File: config.mk
export PLATFORM = sky130hd
export DESIGN_NAME = mult_iter_flat
export DESIGN_NICKNAME = d
export VERILOG_FILES = /design/src/rtl/mult_iter_if.sv /design/src/rtl/mult_iter.sv /design/src/flat_wrapper.sv
export SDC_FILE = /design/constraint.sdc
export NUM_CORES = 1
export LEC_CHECK = 0
export BUFFER_PORTS_ARGS = -buffer_cell sky130_fd_sc_hd__buf_2
export CAP_MARGIN = 10
export CORE_MARGIN = 4
export CORE_UTILIZATION = 45
export DETAILED_ROUTE_END_ITERATION = 12
export PLACE_DENSITY = 0.66
export SLEW_MARGIN = 10
export SYNTH_ARGS = -nofsm -noshare
export SYNTH_HDL_FRONTEND = slang
export SYNTH_SLANG_ARGS = --single-unit
File: constraint.sdc
create_clock -name clk -period 12.4 [get_ports clk]
set_input_delay 0.62 -clock clk [delete_from_list [all_inputs] [get_ports clk]]
set_output_delay 0.62 -clock clk [all_outputs]
set_load 0.02 [all_outputs]
File: src/rtl/mult_iter_if.sv
// Request/response bundle for the iterative multiplier.
//   master: issues signed_mul_i, a, b, start_i, annul_i; observes result_o, ready_o, busy_o
//   slave : the multiplier side of the same signals
interface mult_iter_if #(
  parameter int unsigned WIDTH = 32
);

  logic                   signed_mul_i;
  logic [WIDTH-1:0]       a;
  logic [WIDTH-1:0]       b;
  logic                   start_i;
  logic                   annul_i;
  logic [2*WIDTH-1:0]     result_o;
  logic                   ready_o;
  logic                   busy_o;

  modport master (
    output signed_mul_i, a, b, start_i, annul_i,
    input  result_o, ready_o, busy_o
  );

  modport slave (
    input  signed_mul_i, a, b, start_i, annul_i,
    output result_o, ready_o, busy_o
  );

endinterface

File: src/rtl/mult_iter.sv
// Iterative shift-add multiplier: one operand bit per cycle, sign handled by
// multiplying magnitudes and negating the 2*WIDTH-bit product at the end.
//   clk   : system clock, rising edge
//   rst   : asynchronous active-low reset
//   bus   : slave side of mult_iter_if (operands, start/annul, result, ready/busy)
module mult_iter #(
  parameter int unsigned WIDTH = 32
) (
  input  logic        clk,
  input  logic        rst,
  mult_iter_if.slave  bus
);

  localparam int unsigned PW = 2 * WIDTH;
  localparam int unsigned CW = $clog2(WIDTH) + 1;

  typedef enum logic [1:0] {
    IDLE = 2'd0,
    CALC = 2'd1,
    DONE = 2'd2
  } state_t;

  state_t           state;
  logic [WIDTH-1:0] mcand;
  logic [PW-1:0]    prod;
  logic             neg;
  logic [CW-1:0]    cnt;
  logic [PW-1:0]    result_q;
  logic             ready_q;
  logic             busy_q;

  logic [WIDTH-1:0] a_abs_c;
  logic [WIDTH-1:0] b_abs_c;
  logic [WIDTH:0]   sum_c;
  logic [PW-1:0]    prod_next_c;
  logic [PW-1:0]    res_c;
  logic             last_iter_c;

  // Operand magnitudes; the most negative value maps to its unsigned magnitude.
  always_comb begin
    a_abs_c = bus.a;
    b_abs_c = bus.b;
    if (bus.signed_mul_i && bus.a[WIDTH-1]) a_abs_c = WIDTH'(~bus.a + WIDTH'(1));
    if (bus.signed_mul_i && bus.b[WIDTH-1]) b_abs_c = WIDTH'(~bus.b + WIDTH'(1));
  end

  // One shift-add step: carry-out of the upper-half add becomes the new MSB.
  always_comb begin
    sum_c       = {1'b0, prod[PW-1:WIDTH]};
    if (prod[0]) sum_c = sum_c + {1'b0, mcand};
    prod_next_c = {sum_c, prod[WIDTH-1:1]};
    res_c       = neg ? PW'(~prod_next_c + PW'(1)) : prod_next_c;
    last_iter_c = (cnt == CW'(WIDTH - 1));
  end

  // Control and datapath registers; ready/busy are registered alongside the state.
  always_ff @(posedge clk or negedge rst) begin
    if (!rst) begin
      state    <= IDLE;
      mcand    <= '0;
      prod     <= '0;
      neg      <= 1'b0;
      cnt      <= '0;
      result_q <= '0;
      ready_q  <= 1'b0;
      busy_q   <= 1'b0;
    end else begin
      ready_q <= 1'b0;
      case (state)
        IDLE: begin
          if (bus.start_i && !bus.annul_i) begin
            mcand  <= a_abs_c;
            prod   <= {{WIDTH{1'b0}}, b_abs_c};
            neg    <= bus.signed_mul_i & (bus.a[WIDTH-1] ^ bus.b[WIDTH-1]);
            cnt    <= '0;
            state  <= CALC;
            busy_q <= 1'b1;
          end
        end
        CALC: begin
          if (bus.annul_i) begin
            state  <= IDLE;
            busy_q <= 1'b0;
          end else begin
            prod <= prod_next_c;
            cnt  <= cnt + CW'(1);
            if (last_iter_c) begin
              state    <= DONE;
              result_q <= res_c;
              ready_q  <= 1'b1;
            end
          end
        end
        DONE: begin
          state  <= IDLE;
          busy_q <= 1'b0;
        end
        default: begin
          state  <= IDLE;
          busy_q <= 1'b0;
        end
      endcase
    end
  end

  assign bus.result_o = result_q;
  assign bus.ready_o  = ready_q;
  assign bus.busy_o   = busy_q;

endmodule

File: src/flat_wrapper.sv
// flat-port wrapper written by rule: the top's interface ports become plain ports
module mult_iter_flat 
#(
  parameter int unsigned WIDTH = 32
)
  (clk, rst, bus_signed_mul_i, bus_a, bus_b, bus_start_i, bus_annul_i, bus_result_o, bus_ready_o, bus_busy_o);
  mult_iter_if #(.WIDTH(WIDTH)) bus_i ();
  input  logic clk;
  input  logic rst;
  input wire logic [$bits(bus_i.signed_mul_i)-1:0] bus_signed_mul_i;
  input wire logic [$bits(bus_i.a)-1:0] bus_a;
  input wire logic [$bits(bus_i.b)-1:0] bus_b;
  input wire logic [$bits(bus_i.start_i)-1:0] bus_start_i;
  input wire logic [$bits(bus_i.annul_i)-1:0] bus_annul_i;
  output wire logic [$bits(bus_i.result_o)-1:0] bus_result_o;
  output wire logic [$bits(bus_i.ready_o)-1:0] bus_ready_o;
  output wire logic [$bits(bus_i.busy_o)-1:0] bus_busy_o;
  assign bus_i.signed_mul_i = bus_signed_mul_i;
  assign bus_i.a = bus_a;
  assign bus_i.b = bus_b;
  assign bus_i.start_i = bus_start_i;
  assign bus_i.annul_i = bus_annul_i;
  assign bus_result_o = bus_i.result_o;
  assign bus_ready_o = bus_i.ready_o;
  assign bus_busy_o = bus_i.busy_o;
  mult_iter #(.WIDTH(WIDTH)) u_core (.clk(clk), .rst(rst), .bus(bus_i));
endmodule
Word level (Yosys, flattened, before mapping)
Index checks and enable logic that the tools add are counted.
W data, S select, Z words.
{ "classes": {"div_mod_pow": 0, "n_mul": 0, "n_lt_le_gt_ge": 0, "n_mux": 20, "add_sub_neg": 5, "bitwise_logic": 6, "n_shift": 0, "n_reduce_logical": 11, "n_eq_ne": 6} }
{ "ops": {"columns": ["operator", "count"], "rows": [
  ["$mux W64", 3],
  ["$pmux W64 S2", 1],
  ["$add A32 B1 Y32 const B", 2],
  ["$add A64 B1 Y64 const B", 1],
  ["$mux W32", 2],
  ["$not A32 Y32", 2],
  ["$not A64 Y64", 1],
  ["$add A32 B32 Y33", 1],
  ["$mux W33", 1],
  ["$mux W6", 2],
  ["$pmux W6 S2", 1],
  ["$add A6 B1 Y6 const B", 1],
  ["$eq A6 B5 Y1 const B", 1],
  ["$mux W2", 3],
  ["$reduce_and A2 Y1", 3],
  ["$reduce_and A3 Y1", 2],
  ["$mux W1", 5],
  ["$ne A2 B2 Y1 const B", 2],
  ["$pmux W2 S2", 1],
  ["$logic_and A1 B1 Y1", 3],
  ["$ne A3 B2 Y1 const B", 1],
  ["$eq A2 B1 Y1 const B", 1],
  ["$logic_not A2 Y1", 1],
  ["$ne A2 B1 Y1 const B", 1],
  ["6 further kinds", 6]
]} }
{ "totals": {"elab_cells": 56, "inputBits": 69, "mem_count": 0, "latch_bits": 0, "ram_bits": 0, "ff_bits": 171, "rom_bits": 0, "out_inout_bits": 66} }

Depth between registers and ports, before layout
Gate-level depths: netlist of run 1.
{ "depth": {"ltp_word": 5, "mapped_depth": 13, "depth_no_buf": 13} }

Least setup slack after synthesis of run 1
Ideal clock, no wire load.
{ "synth_timing": {"kind": "register -> register", "start": "register u_core.prod[32]", "end": "register u_core.result_q[63], in the netlist u_core.bus.result_o[63]", "n_path_buf": 0, "required_ns": 12.335, "t_arrival_ns": 3.815, "path_stages_with_launch": 14, "setup_ns": 0.065, "period_less_slack_ns": 3.880, "setup_slack_ns": 8.520, "path_cell_list": "dfrtp_1 ha_1 fa_1 a21o_1 a211o_1 a221o_1 a311oi_2 and3b_4 nand4_4 nor4_4 nand3_2 or4b_1 o2111ai_1 o21a_1"} }
{ "synth_via": {"elab_chain_cells": 5} }
{ "synth_rtl": {"columns": ["element", "line", "source"], "rows": [
  ["start, declared", "mult_iter.sv:25", "logic [PW-1:0] prod;"],
  ["start signal, assigned", "mult_iter.sv:73", "prod <= {{WIDTH{1'b0}}, b_abs_c};"],
  ["start signal, assigned", "mult_iter.sv:85", "prod <= prod_next_c;"],
  ["$add A32 B32 Y33", "mult_iter.sv:50", "if (prod[0]) sum_c = sum_c + {1'b0, mcand};"],
  ["$mux W33 *", "mult_iter.sv:50", null],
  ["$not A64 Y64", "mult_iter.sv:52", "res_c = neg ? PW'(~prod_next_c + PW'(1)) : prod_next_c;"],
  ["$add A64 B1 Y64", "mult_iter.sv:52", null],
  ["$mux W64 *", "mult_iter.sv:52", null],
  ["end signal, assigned", "mult_iter.sv:89", "result_q <= res_c;"],
  ["end, declared", "mult_iter.sv:28", "logic [PW-1:0] result_q;"]
]} }
Every way passes the cells marked *; elsewhere a longest branch is shown, timed or not.
A chain may end at the register's enable or synchronous reset.

Final worst setup path of run 1
Same ends and word-level chain as after synthesis.

==> impl_metrics.yaml, run 1 <==
timing:
  slew_headroom_pct: 23.3
  setup_violations: 0
  rsz0062_at_grt: "false"
  worst_slew_pin_slew_ns: 1.15
  finClkSkew_ns: 0.0168
  fin_crit_ns: 4.34
  finalHoldViolCount: 0
  max_freq_mhz: 231
  maxSlewViolCount: 0
  finalSetupTns_ns: 0
  post-route-period-util_pct: 35.0
  hold_ws_ns: 0.302
power:
  combPwrFrac_pct: 42.4
  powerDensity_nw_per_um2: 169
  pwr-share-seq_pct: 33.5
  max-vdd-ir-drop_uv: 98.9
  clkPwrFrac_pct: 24.2
  p_sw_share_pct: 42.8
  p_total_mw: 2.20
  p_int_mw: 1.26
  p_sw_mw: 0.942
  p_leak_nw: 5.88
global_route:
  top_usage_layer: "met2"
  grt_util_met2_pct: 34.6
  grt_pass1_wl_um: 51000
  grt_max_degree: 104
  antenna_found_initial: 0
  grt.met1_usage_pct: 31.7
  grt_pass1_vias: 9587
  grt_usage_pct: 22.1
  overflow: 0
  met3_usage_pct: 3.45
clocking:
  postCtsSetupBuffers: 0
  cts_root_buffer: "clkbuf_16"
  cts_resized: 0
  cts_buffer_depth: 2
  clkLatencyLatePin_ns: 0.44
  path_clk_slew_ns: 0.07
  cts.sinks: 171
  cts.htree.levels: 4
  numCtsBuffers: 17
  hold_buffers: 0
  cts_tree: "yes"
synthesis:
  synthMuxAreaShare_pct: 1.14
  yosys.area_share.adder_pct: 4.08
  syn_area_um2: 11500
  syn_nets: 1518
  synthSimpleGateAreaFrac_pct: 21.1
  async_flop_share_pct: 100
  synth_edf_count: 0
  synth-compound-area-share_pct: 23.5
  avgSynthCellArea_um2: 8.17
  ys_ff_latch: 171
  synth-xor-area-share_pct: 9.72
  ys_warn_count: 0
  postSynthCellCount: 1412
  synth_top_family_by_area: "compound AO/OA/AOI/OAI gates"
  ys.flop_type: "dfrtp_1"
  yosysUniqueCellTypes: 77
  synth-seq-area-share_pct: 37.1
worst_setup_path:
  cp_num_buf_inv: 0
  path_cells: "ha_1, fa_1, a21o_1, a211o_1, a221o_1, a311oi_2, and3b_4, nand4_4, nor4_4, nand3_2, or4b_1, o2111ai_1, o21a_1"
  arrival_ns: 4.72
  cp-end-kind: "flop"
  cpLargestDelayFamily: "compound AO/OA/AOI/OAI gates"
  max_stage_delay_ns: 0.55
  crit_type: "reg2reg"
  worstPathMaxFanout: 6
  required_ns: 12.78
  slowest_stage: "or4b_1"
  startpoint_type: "flop"
layout:
  layout.nets: 1604
  register_area_um2: 4280
  area_growth_pct: 12.9
  drive_gt1_share_pct: 13.7
  diodes: 0
  fillerInstances: 2444
  multiInputGateArea_um2: 6900
drt:
  drcViolationCount: 0
  wl_um: 31800
  vias: 10615
  drt_iter0_drc: 895
  avgViaCountPerCell: 5.77
  ant_nets: 0
  first_pass_iters: 6
  wl_per_cell_um: 17.3
die:
  die-area_um2: 28300
  die_w_um: 168
  core_um2: 25200
  io_pins: 135
  num_rows: 58
  die_h_um: 168
  start_util_pct: 45.8
hold_path:
  hp-class: "in2async"
placed_design:
  gp_congestion: 0.975
  dp_hpwl_um: 23700
  portBuffers: 134
job:
  max_cap_violations: 0
run_status:
  outcome: "finished, final reports clean"
==> metal layers <==
metal | part of all wire [%] | vias up
li1 | - | 5235
met1 | 47 | 5014
met2 | 45 | 324
met3 | 5.7 | 42
met4 | 2.2 | 0
met5 | 0 | -
==> stage by stage <==
stage | cell area [um2] | utilization [%] | worst slack (ns) | cells
2_1_floorplan | 11500 | - | 8.52 | 1412
3_3_place_gp | 12400 | 49.3 | 8.23 | 1809
3_5_place_dp | 12400 | 49.3 | 8.10 | 1809
4_1_cts | 13000 | 51.7 | 8.10 | 1841
5_1_grt | 13000 | 51.7 | 7.77 | 1841
6_report | 13000 | 51.7 | 8.06 | 1841
==> cell usage after synthesis (all sizes together), types with 29 or more instances <==
| library cell | count | area share, % |
|---|---|---|
| nand2 | 237 | 7.7 |
| dfrtp | 171 | 37 |
| ha | 36 | 3.9 |
| o31ai | 31 | 2.0 |
| a21oi | 99 | 4.3 |
| or3 | 29 | 1.6 |
| clkbuf | 65 | 2.1 |
| nor2 | 93 | 3.0 |
| xnor2 | 48 | 3.6 |
| o21ai | 212 | 9.2 |
| xor2 | 80 | 6.1 |
==> cell families (layout without fill, tap and decap cells) <==
group,Yosys count,after routing
simple gates,507,507
compound gates,454,454
flops,171,171
xor+xnor,128,128
buf+inv,102,201
fa+ha+maj,37,37
mux,13,13
==> power by group through the flow <==
stage / sequential (mW) / clock [mW] / combinational, mW
after global placement: 0.743 / 0 / 0.909
after global routing: 0.749 / 0.565 / 1.04
after floorplan: 0.710 / 0 / 0.702
after detailed placement: 0.745 / 0 / 0.920
final: 0.738 / 0.532 / 0.933
after CTS: 0.734 / 0.542 / 0.923
==> cell type report <==
type	instances	area share (%)
inverters	27	0.778
well taps	330	3.17
clock buffers	17	3.27
clock inverters	15	1.28
repair buffers	142	5.66
multi-input cells	1139	53.0
flip-flops and latches	171	32.9
==> worst register-to-register path: cells and delay by family, from the launching register on <==
family,cells,cell delay (ns)
flip-flops,1,0.40
AND/OR/NAND/NOR,5,1.60
adder cells (fa/ha/maj),2,0.66
AO/OA/AOI/OAI,6,1.62
==> path summary, 6_finish.rpt <==
| kind | start | slack [ns] | end | cells after the start |
|---|---|---|---|---|
| hold / removal | rst | 0.30 | u_core.prod[29]$_DFFE_PN0P_ | 1 |
| setup reg to reg | u_core.prod[32]$_DFFE_PN0P_ | 8.06 | u_core.bus.result_o[63]$_DFFE_PN0P_ | 13 |
| max in group asynchronous | rst | 10.61 | u_core.prod[0]$_DFFE_PN0P_ | 2 |
| hold reg to reg | u_core.bus.result_o[50]$_DFFE_PN0P_ | 0.47 | u_core.bus.result_o[50]$_DFFE_PN0P_ | 2 |
| min in group clk | u_core.bus.result_o[50]$_DFFE_PN0P_ | 0.47 | u_core.bus.result_o[50]$_DFFE_PN0P_ | 2 |
| setup / recovery | u_core.prod[32]$_DFFE_PN0P_ | 8.06 | u_core.bus.result_o[63]$_DFFE_PN0P_ | 13 |
==> state kept, by name, indices dropped and copies added (netlist names) <==
name	cells
u_core.bus.busy_o	1
u_core.bus.ready_o	1
u_core.bus.result_o	64
u_core.cnt	6
u_core.mcand	32
u_core.neg	1
u_core.prod	64
u_core.state	2
==> placed cells by master (no fill, tap or decap), drive strengths merged, types with 7 or more instances in the layout <==
cell type,synthesis,routed
dfrtp,171,171
or3,29,29
a21o,14,14
nor3,21,21
o211ai,13,13
clkbuf,65,17
inv,26,34
nor4,14,14
and3,7,7
o31ai,31,31
nand3b,7,7
nand4,19,19
buf,10,142
a211oi,7,7
mux2i,12,12
a21oi,99,99
clkinv,1,8
or4,14,14
o41ai,10,10
nand2b,8,8
a31oi,14,14
nor2b,8,8
nand2,237,237
o21ai,212,212
xor2,80,80
a22o,10,10
nor2,93,93
xnor2,48,48
ha,36,36
nand3,26,26
Power figures use the tool's default switching activity.
==> run 2, diff against run 1 <==
==> constraint.sdc (replaced) <==
create_clock -name clk -period 4.3 [get_ports clk]
set_input_delay 0.215 -clock clk [delete_from_list [all_inputs] [get_ports clk]]
set_output_delay 0.215 -clock clk [all_outputs]
set_load 0.02 [all_outputs]
==> run 2 against run 1 <==
Critical path depth is the same. Count of clock-buffer cells in the layout is the same. Via count grew 0.41%. Cell count grew 1.4%. Flip-flop and latch count is the same. Critical endpoint unchanged. Largest cell class unchanged. Highest routed layer unchanged.
==> impl_metrics.yaml, run 2 (synthesis gave the netlist of run 1 again) <==
run_status:
  outcome: "finished, final reports clean"
timing:
  finClkSkew_ns: 0.00977
  worst_slew_pin_slew_ns: 1.02
  finalHoldViolCount: 0
  fin_crit_ns: 4.09
  max_freq_mhz: 245
  setup_violations: 0
  maxSlewViolCount: 0
  slew_headroom_pct: 32.2
  rsz0062_at_grt: "false"
  post-route-period-util_pct: 95.1
  finalSetupTns_ns: 0
layout:
  fillerInstances: 2407
  layout_common_cells: "236 x nand2_1, 212 x o21ai_0, 170 x dfrtp_1"
  fin_cells: 1866
  diodes: 0
  layout_commonest_cell: "nand2_1"
  drive_gt1_share_pct: 15.2
  multiInputGateArea_um2: 6920
  layout.nets: 1629
  register_area_um2: 4280
  area_growth_pct: 14.9
global_route:
  grt_pass1_vias: 9843
  grt_usage_pct: 22.6
  overflow: 0
  antenna_found_initial: 0
  grt_pass1_wl_um: 52000
  grt_max_degree: 111
die:
  num_rows: 58
  start_util_pct: 45.8
  die_w_um: 168
  io_pins: 135
  die_h_um: 168
  core_um2: 25200
  die-area_um2: 28300
clocking:
  path_clk_slew_ns: 0.07
  cts.sinks: 171
  cts.htree.levels: 4
  cts_tree: "yes"
  numCtsBuffers: 17
  clkLatencyLatePin_ns: 0.43
  cts_root_buffer: "clkbuf_16"
  cts_buffer_depth: 2
placed_design:
  gp_congestion: 0.915
  dp_hpwl_um: 24400
  portBuffers: 134
  dp_cells: 1830
worst_setup_path:
  arrival_ns: 4.46
  required_ns: 4.67
  crit_type: "reg2reg"
  cp-end-kind: "flop"
  startpoint_type: "flop"
  worstPathMaxFanout: 6
drt:
  drcViolationCount: 0
  ant_nets: 0
  wl_per_cell_um: 17.4
  vias: 10658
  first_pass_iters: 5
  wl_um: 32400
  avgViaCountPerCell: 5.71
  drt_iter0_drc: 895
power:
  p_leak_nw: 6.00
  max-vdd-ir-drop_uv: 271
  powerDensity_nw_per_um2: 493
job:
  max_cap_violations: 0
hold_path:
  hp-class: "in2reg"
[run 2: power breakdown]
part	total, mW	switching, mW	internal (mW)	leakage (nW)
Sequential	2.14	0.300	1.84	2.26
Clock	1.60	0.724	0.877	0.280
Combinational	2.80	1.69	1.11	3.46
[run 2: final timing paths]
check                                                          from                             endpoint  slack [ns]  depth (start not counted)
worst max-delay path                    u_core.prod[32]$_DFFE_PN0P_  u_core.bus.result_o[63]$_DFFE_PN0P_        0.21                         13
worst min-delay path                                      bus_a[29]         u_core.mcand[29]$_DFFE_PN0P_        0.09                          3
worst max register to register          u_core.prod[32]$_DFFE_PN0P_  u_core.bus.result_o[63]$_DFFE_PN0P_        0.21                         13
worst min register to register  u_core.bus.result_o[50]$_DFFE_PN0P_  u_core.bus.result_o[50]$_DFFE_PN0P_        0.47                          2
max in group asynchronous                                       rst           u_core.prod[0]$_DFFE_PN0P_        2.91                          3
min in group asynchronous                                       rst  u_core.bus.result_o[24]$_DFFE_PN0P_        0.50                          2
[run 2: metrics by stage]
step	utilization (%)	instance area, um2	power, mW	setup slack (ns)	hold slack [ns]
final	52.6	13300	6.54	0.212	0.0901
after global routing	52.6	13300	6.99	0.0248	0.0834
after CTS	52.5	13200	6.50	0.0521	0.0748
after detailed placement	50.0	12600	4.89	0.0667	0.436
after global placement	50.0	12600	4.86	0.125	0.432
after floorplan	-	11500	4.07	0.420	-0.0806
[run 2: layout make-up]
type	instances	share of cell area, %
Timing Repair Buffer	167	7.09
Clock buffer	17	3.21
Multi-Input combinational cell	1139	52.2
Inverter	27	0.765
Clock inverter	15	1.36
Tap cell	330	3.11
Sequential cell	171	32.3
[run 2: timing repair]
action                     4_1_cts  5_1_grt
gates resized for setup          0        6
buffers inserted                 0        3
setup endpoints to repair        0        8
hold buffers                     1        0
hold endpoints to repair        86        0
[run 2: routing by layer]
layer | global-route usage [%] | wire length, um | vias to the layer above
met5 | 0 | 0 | -
met4 | 6.49 | 683 | 0
li1 | - | - | 5285
met1 | 32.3 | 15000 | 4973
met3 | 3.52 | 2090 | 39
met2 | 35.7 | 14600 | 361
[run 2: critical path: stages (launching register included)]
cell and delay [ns]:
dfrtp_1 0.39, ha_1 0.25, fa_2 0.37, a21o_1 0.21, a211o_4 0.39, a221o_1 0.36
a311oi_2 0.29, and3b_4 0.28, nand4_4 0.15, nor4_4 0.36, nand3_2 0.19, or4b_1 0.55
o2111ai_1 0.09, o21a_1 0.14
